**src/rtl/data_memory_pkg.sv**
```systemverilog
// Shared types and helpers for the extended data memory.
// Latency: n/a (types, constants and a combinational merge function only).
// Backpressure: n/a.
package data_memory_pkg;

  // Sweep/run control states
  typedef enum logic {
    ST_INIT = 1'b0,
    ST_RUN  = 1'b1
  } state_t;

  // Upper bounds for the generic lane merge; the top checks its widths against these
  localparam int MAX_DATA_W = 256;
  localparam int MAX_LANES  = 256;

  function automatic int calc_num_lanes(input int data_w, input int lane_w);
    return data_w / lane_w;
  endfunction

  // Replace each strobed lane of old_dat with the matching lane of new_dat
  function automatic logic [MAX_DATA_W-1:0] lane_merge(
    input logic [MAX_DATA_W-1:0] old_dat,
    input logic [MAX_DATA_W-1:0] new_dat,
    input logic [MAX_LANES-1:0]  strb,
    input int                    lane_w
  );
    logic [MAX_DATA_W-1:0] res;
    logic [7:0]            bit_idx;
    logic [7:0]            lane_idx;
    res = old_dat;
    for (int i = 0; i < MAX_DATA_W; i++) begin
      bit_idx  = 8'(i);
      lane_idx = 8'(i / lane_w);
      if (strb[lane_idx]) res[bit_idx] = new_dat[bit_idx];
    end
    return res;
  endfunction

endpackage

```
**src/rtl/data_memory_read_pipe.sv**
```systemverilog
// Read response pipeline: valid/data/err register chain, 1 or 2 stages deep.
// Latency: LATENCY cycles from i_vld to o_vld; o_dat holds between responses.
// Backpressure: none; one entry may enter every cycle and the consumer must always accept.
module data_memory_read_pipe #(
  parameter int DATA_WIDTH = 8,
  parameter int LATENCY    = 1
) (
  input  logic                  clk,
  input  logic                  rst,
  input  logic                  i_vld,
  input  logic [DATA_WIDTH-1:0] i_dat,
  input  logic                  i_err,
  output logic                  o_vld,
  output logic [DATA_WIDTH-1:0] o_dat,
  output logic                  o_err
);

  logic                  r_vld1;
  logic [DATA_WIDTH-1:0] r_dat1;
  logic                  r_err1;

  // First stage: capture the read result; data only moves with a valid entry
  always_ff @(posedge clk or posedge rst) begin
    if (rst) begin
      r_vld1 <= 1'b0;
      r_dat1 <= '0;
      r_err1 <= 1'b0;
    end else begin
      r_vld1 <= i_vld;
      r_err1 <= i_vld & i_err;
      if (i_vld) r_dat1 <= i_dat;
    end
  end

  if (LATENCY == 2) begin : g_lat2
    logic                  r_vld2;
    logic [DATA_WIDTH-1:0] r_dat2;
    logic                  r_err2;

    // Second stage: extra output register, same hold rules as the first
    always_ff @(posedge clk or posedge rst) begin
      if (rst) begin
        r_vld2 <= 1'b0;
        r_dat2 <= '0;
        r_err2 <= 1'b0;
      end else begin
        r_vld2 <= r_vld1;
        r_err2 <= r_err1;
        if (r_vld1) r_dat2 <= r_dat1;
      end
    end

    assign o_vld = r_vld2;
    assign o_dat = r_dat2;
    assign o_err = r_err2;
  end else begin : g_lat1
    assign o_vld = r_vld1;
    assign o_dat = r_dat1;
    assign o_err = r_err1;
  end

endmodule

```
**src/rtl/data_memory_ext.sv**
```systemverilog
// Word-addressed data RAM with lane strobes, range-error flag and a post-reset clear sweep.
// Latency: reads respond READ_LATENCY cycles after acceptance; writes are posted.
// Backpressure: req_ready low during the clear sweep, then always high; responses cannot be stalled.
module data_memory_ext
  import data_memory_pkg::*;
#(
  parameter int DATA_WIDTH   = 8,
  parameter int ADDR_WIDTH   = 8,
  parameter int DEPTH        = 256,
  parameter int LANE_WIDTH   = 8,
  parameter int READ_LATENCY = 1,
  localparam int NUM_LANES   = calc_num_lanes(DATA_WIDTH, LANE_WIDTH)
) (
  input  logic                  clk,
  input  logic                  rst,
  input  logic                  req_valid,
  output logic                  req_ready,
  input  logic                  req_write,
  input  logic [ADDR_WIDTH-1:0] req_addr,
  input  logic [DATA_WIDTH-1:0] req_wdata,
  input  logic [NUM_LANES-1:0]  req_wstrb,
  output logic                  rsp_valid,
  output logic [DATA_WIDTH-1:0] rsp_rdata,
  output logic                  rsp_err,
  output logic                  init_busy
);

  localparam int IDX_W = (DEPTH > 1) ? $clog2(DEPTH) : 1;

  if ((DATA_WIDTH % LANE_WIDTH) != 0) begin : g_chk_lane
    $fatal(1, "data_memory_ext: DATA_WIDTH must be a multiple of LANE_WIDTH");
  end
  if ((READ_LATENCY != 1) && (READ_LATENCY != 2)) begin : g_chk_lat
    $fatal(1, "data_memory_ext: READ_LATENCY must be 1 or 2");
  end
  if ((DEPTH < 1) || (DEPTH > (2 ** ADDR_WIDTH))) begin : g_chk_depth
    $fatal(1, "data_memory_ext: DEPTH must be in 1..2**ADDR_WIDTH");
  end
  if ((DATA_WIDTH > MAX_DATA_W) || (NUM_LANES > MAX_LANES)) begin : g_chk_max
    $fatal(1, "data_memory_ext: DATA_WIDTH or lane count exceeds package limits");
  end

  state_t                r_state;
  state_t                w_state_nxt;
  logic [ADDR_WIDTH-1:0] r_clear_ptr;
  logic [DATA_WIDTH-1:0] r_mem [0:DEPTH-1];

  logic                  w_accept;
  logic                  w_wr_acc;
  logic                  w_rd_acc;
  logic                  w_in_range;
  logic                  w_sweep_last;
  logic [IDX_W-1:0]      w_req_idx;
  logic [IDX_W-1:0]      w_clr_idx;
  logic [DATA_WIDTH-1:0] w_rd_raw;
  logic [DATA_WIDTH-1:0] w_rd_dat;
  logic [DATA_WIDTH-1:0] w_wr_merged;

  assign w_accept     = req_valid & req_ready;
  assign w_wr_acc     = w_accept & req_write;
  assign w_rd_acc     = w_accept & ~req_write;
  assign w_in_range   = ({1'b0, req_addr} < (ADDR_WIDTH + 1)'(DEPTH));
  assign w_sweep_last = (r_clear_ptr == ADDR_WIDTH'(DEPTH - 1));
  assign w_req_idx    = req_addr[IDX_W-1:0];
  assign w_clr_idx    = r_clear_ptr[IDX_W-1:0];

  // Out-of-range reads return zero; the raw array value is only meaningful in range
  assign w_rd_raw    = r_mem[w_req_idx];
  assign w_rd_dat    = w_in_range ? w_rd_raw : '0;
  assign w_wr_merged = DATA_WIDTH'(lane_merge(MAX_DATA_W'(w_rd_raw), MAX_DATA_W'(req_wdata),
                                              MAX_LANES'(req_wstrb), LANE_WIDTH));

  // State register
  always_ff @(posedge clk or posedge rst) begin
    if (rst) r_state <= ST_INIT;
    else     r_state <= w_state_nxt;
  end

  // Next state: leave the sweep once the last word has been cleared
  always_comb begin
    w_state_nxt = r_state;
    case (r_state)
      ST_INIT: if (w_sweep_last) w_state_nxt = ST_RUN;
      ST_RUN:  w_state_nxt = ST_RUN;
      default: w_state_nxt = ST_INIT;
    endcase
  end

  // Outputs: requests are only taken once the array is fully cleared
  always_comb begin
    init_busy = (r_state == ST_INIT);
    req_ready = (r_state == ST_RUN);
  end

  // Sweep pointer restarts from zero on every reset
  always_ff @(posedge clk or posedge rst) begin
    if (rst)                    r_clear_ptr <= '0;
    else if (r_state == ST_INIT) r_clear_ptr <= r_clear_ptr + 1'b1;
  end

  // Array update: sweep clears one word per cycle, otherwise in-range strobed writes
  always_ff @(posedge clk) begin
    if (r_state == ST_INIT)         r_mem[w_clr_idx] <= '0;
    else if (w_wr_acc && w_in_range) r_mem[w_req_idx] <= w_wr_merged;
  end

  data_memory_read_pipe #(
    .DATA_WIDTH (DATA_WIDTH),
    .LATENCY    (READ_LATENCY)
  ) u_read_pipe (
    .clk   (clk),
    .rst   (rst),
    .i_vld (w_rd_acc),
    .i_dat (w_rd_dat),
    .i_err (~w_in_range),
    .o_vld (rsp_valid),
    .o_dat (rsp_rdata),
    .o_err (rsp_err)
  );

endmodule

```
**config.mk**
```make
export PLATFORM = sky130hd
export DESIGN_NAME = data_memory_ext
export DESIGN_NICKNAME = d
export VERILOG_FILES = /design/src/rtl/data_memory_pkg.sv /design/src/rtl/data_memory_read_pipe.sv /design/src/rtl/data_memory_ext.sv
export SDC_FILE = /design/constraint.sdc
export NUM_CORES = 2
export LEC_CHECK = 0
export ABC_AREA = 1
export ABC_CLOCK_PERIOD_IN_PS = 16000
export CORE_MARGIN = 4
export CORE_UTILIZATION = 45
export DETAILED_ROUTE_END_ITERATION = 8
export PLACE_DENSITY_LB_ADDON = 0.25
export RECOVER_POWER = 50
export SLEW_MARGIN = 15
export SYNTH_ARGS = -nofsm -noshare
export SYNTH_HDL_FRONTEND = slang
export SYNTH_SLANG_ARGS = --single-unit
```
**constraint.sdc**
```tcl
create_clock -name clk -period 16 [get_ports clk]
set_input_delay 4.8 -clock clk [delete_from_list [all_inputs] [get_ports clk]]
set_output_delay 4.8 -clock clk [all_outputs]
set_load 0.01 [all_outputs]
```
==> impl_metrics.tcl <==
set metrics [dict create \
    cp-startpoint "req_addr[0]" \
    first_global_vias 51438 \
    critPathRequiredTime_ps 16500 \
    min_period_ps 12710 \
    synth-seq-cells 2066 \
    fin_tns_setup_ps 0 \
    dr.pass1.iters 6 \
    violations "max-capacitance violations, max-slew violations" \
    area_delta_synth_final_pct 9.777 \
    crit_top_cell "nand3_1" \
    critical_path_arrival_ps 13210 \
    place_congestion 0.8703 \
    min_path_type "flip-flop to flip-flop" \
    slowest_stage "clkbuf_1" \
    synth_edf_count 2048 \
    drc 0 \
    clk_pin_slew_ps 70 \
    syn_area_um2 84350 \
    dp_hpwl_um 126600 \
    vias 55134 \
    slew_headroom -1.840 \
    power.leakage_nw 30.72 \
    nets 6982 \
    dpl-instance-area_um2 86290 \
    cts_root_buffer "clkbuf_16" \
    start_kind "input port" \
    cts_resized 0 \
    final_area_um2 92600 \
    worstSetupPathType "input port to flip-flop" \
    drv_slew 121 \
    finalWirelength_um 233700 \
    ys.flop_type "edfxtp_1" \
    power_density_nw_per_um2 119.7 \
    fmax_ghz 0.07865 \
    async_flop_share 0.008712 \
    syn-num-nets 7113 \
    antenna_found_initial 5 \
    hold_violations 0 \
    cpPeakStageDelay_ps 3060 \
    grt_max_degree 195 \
    outcome "complete, but fails checks" \
    end_kind "flip-flop" \
    rrSetupSlack_ps 10510 \
    dieWidth_um 440.9 \
    avgViaCountPerCell 5.738 \
    globalRouteOverflowTotal 0 \
    synth_area_per_cell_um2 11.90 \
    grtUsageTotal 0.2367 \
    ys_types 33 \
    worstSkewPairLatency_ps 850 \
    rsz0062_at_grt "false" \
    worstMarginPinSlew_ps 4260 \
    cp_max_fo 180 \
    io_pins 33 \
    seqCellArea_um2 61950 \
    min_period_over_period 0.7947 \
    irDropWorstVdd_mv 0.08365 \
    port_buffers 31 \
    grt_pass1_wl_um 344800 \
    drtIter0Drc 6627 \
    drive_above_1_share 0.05598 \
    syn_inst 7091 \
    reg2reg_from "req_ready$_DFF_PP0_" \
    rows 158 \
    rr_worst_depth 6 \
    setup_violations 0 \
    cp_top_family "buffers and inverters" \
    wl_per_cell_um 24.32 \
    cts_tree "yes" \
    cp_cell_sequence "buf_8 > buf_12 > clkbuf_1 > nand2_1 > nand3_1 > nand3_1 > nand3_1 > nand3_1 > nand3_1 > nand3_1 > nand3_1 > nand2_1 > a21oi_4 > buf_4 > buf_4" \
    multi_input_area_um2 19600 \
    dieArea_um2 194400 \
    endpoint "r_mem[217][7]$_DFFE_PP_" \
    worst-path-stages 15 \
    cts_htree_levels 4 \
    core-area_um2 185800 \
    numClockSinks 2066 \
    cts_hold_buf 0 \
    seq_area_frac_synth 0.7344 \
    ant_nets 0 \
    power.total_mw 11.09 \
    yosysWarnings 0 \
    die_height_um 440.9 \
    finClkSkew_ps 47.96 \
    rr_endpoint "r_mem[161][4]$_DFFE_PP_" \
    initial_core_util 0.4539 \
    cts_buffers 207 \
    cap_violations 3 \
    postCtsSetupBuffers 0 \
    fillerInstances 16150 \
    path_buf_inv 5 \
    cts.path.max_buffers 3 \
]
==> synthesized netlist by cell type (2+ instances only) <==
| library cell | n | area share |
|---|---|---|
| buf_6 | 16 | 0.0021 |
| nor2_4 | 5 | 0.00067 |
| buf_8 | 2 | 0.00036 |
| inv_1 | 48 | 0.0021 |
| buf_2 | 244 | 0.014 |
| nand2_1 | 2095 | 0.093 |
| o21ai_0 | 12 | 0.00071 |
| clkbuf_1 | 78 | 0.0035 |
| nand3_1 | 2035 | 0.12 |
| dfrtp_1 | 18 | 0.0053 |
| o21ai_1 | 8 | 0.00047 |
| edfxtp_1 | 2048 | 0.73 |
| o21ai_4 | 3 | 0.00058 |
| a21oi_1 | 8 | 0.00047 |
| inv_2 | 7 | 0.00031 |
| xor2_1 | 6 | 0.00062 |
| buf_4 | 82 | 0.0073 |
| nor2_2 | 2 | 0.00015 |
| nand2_2 | 12 | 0.00089 |
| buf_1 | 64 | 0.0028 |
| nand3_2 | 2 | 0.00024 |
| o21ai_2 | 2 | 0.00021 |
| nor2_1 | 284 | 0.013 |
==> flip-flops by register name (all words and copies together) (netlist names) <==
register and cells:
req_ready 1, r_clear_ptr 8, u_read_pipe.o_dat 8, u_read_pipe.o_vld 1
r_mem 2048
==> worst min path at each step <==
stage	from	to	cells after the start
global placement	r_clear_ptr[7]$_DFFE_PP0N_	r_clear_ptr[7]$_DFFE_PP0N_	1
CTS	r_clear_ptr[7]$_DFFE_PP0N_	r_clear_ptr[7]$_DFFE_PP0N_	1
finish	r_clear_ptr[0]$_DFFE_PP0N_	r_clear_ptr[0]$_DFFE_PP0N_	1
floorplan	r_clear_ptr[7]$_DFFE_PP0N_	r_clear_ptr[7]$_DFFE_PP0N_	1
global route	r_clear_ptr[7]$_DFFE_PP0N_	r_clear_ptr[7]$_DFFE_PP0N_	1
detailed placement	r_clear_ptr[7]$_DFFE_PP0N_	r_clear_ptr[7]$_DFFE_PP0N_	1
==> cell type report <==
type | count | share of cell area
antenna | 1 | 0.00002702
clock buffer | 268 | 0.05933
clock inverter | 109 | 0.009986
inverter | 57 | 0.002675
multi-input combinational | 4482 | 0.2117
sequential | 2066 | 0.6690
tap | 2480 | 0.03351
timing repair buffer | 146 | 0.01378
==> layer usage <==
metal / up-vias / wire (um) / track usage
met1: 27101 / 96830 / 0.3364
li1: 24883 / - / -
met4: 0 / 9104 / 0.08980
met3: 456 / 21180 / 0.04770
met2: 2694 / 106600 / 0.3614
met5: - / 0 / 0
==> stage by stage <==
step / utilization / cells / hold WS (ps) / worst slack [ps]
2_1_floorplan: - / 7091 / 456.1 / 1590
3_3_place_gp: 0.4644 / 9229 / 489.1 / 4899
3_5_place_dp: 0.4644 / 9229 / 504.2 / 4809
4_1_cts: 0.4989 / 9606 / 511.7 / 5701
5_1_grt: 0.4983 / 9608 / 550.1 / 2696
6_report: 0.4983 / 9609 / 522.4 / 3285
==> power breakdown <==
part	internal (mW)	total [mW]	leakage (nW)	switching, mW
Combinational	0.159	0.574	13.2	0.414
Sequential	5.86	5.86	14.4	0.00311
Clock	2.61	4.65	3.13	2.05
Total	8.62	11.1	30.7	2.46
==> kinds of logic after synthesis <==
family	after synthesis	synth area share
compound gates	34	0.002537
fa+ha+maj	1	0.0001483
simple gates	4439	0.2290
other cells	1	0.00004446
buf+inv	543	0.03315
xor+xnor	7	0.0007269
flops	2066	0.7344
==> layout by cell type (no fill, tap or decap), drive strengths merged <==
master and n:
ha 1, buf 102, xor2 6, nand3 2037, o21ai 25, a21oi 8, o31ai 1, nor2 291
nor4 1, or2 1, clkbuf 287, clkinvlp 3, nand2 2107, clkinv 92, conb 1, dlygate4sd3 13
clkdlybuf4s50 12, nor3 2, bufinv 12, xnor2 1, dfrtp 18, diode 1, inv 59, edfxtp 2048
==> worst reg2reg max path, cell delays in order, from the launching register on <==
cell     delay, ps
dfrtp_1        620
nand3_1        830
o21ai_0        790
inv_1          140
nor2_1         900
nand2_1        640
nor2_1        1170
Power figures use the tool's default switching activity.
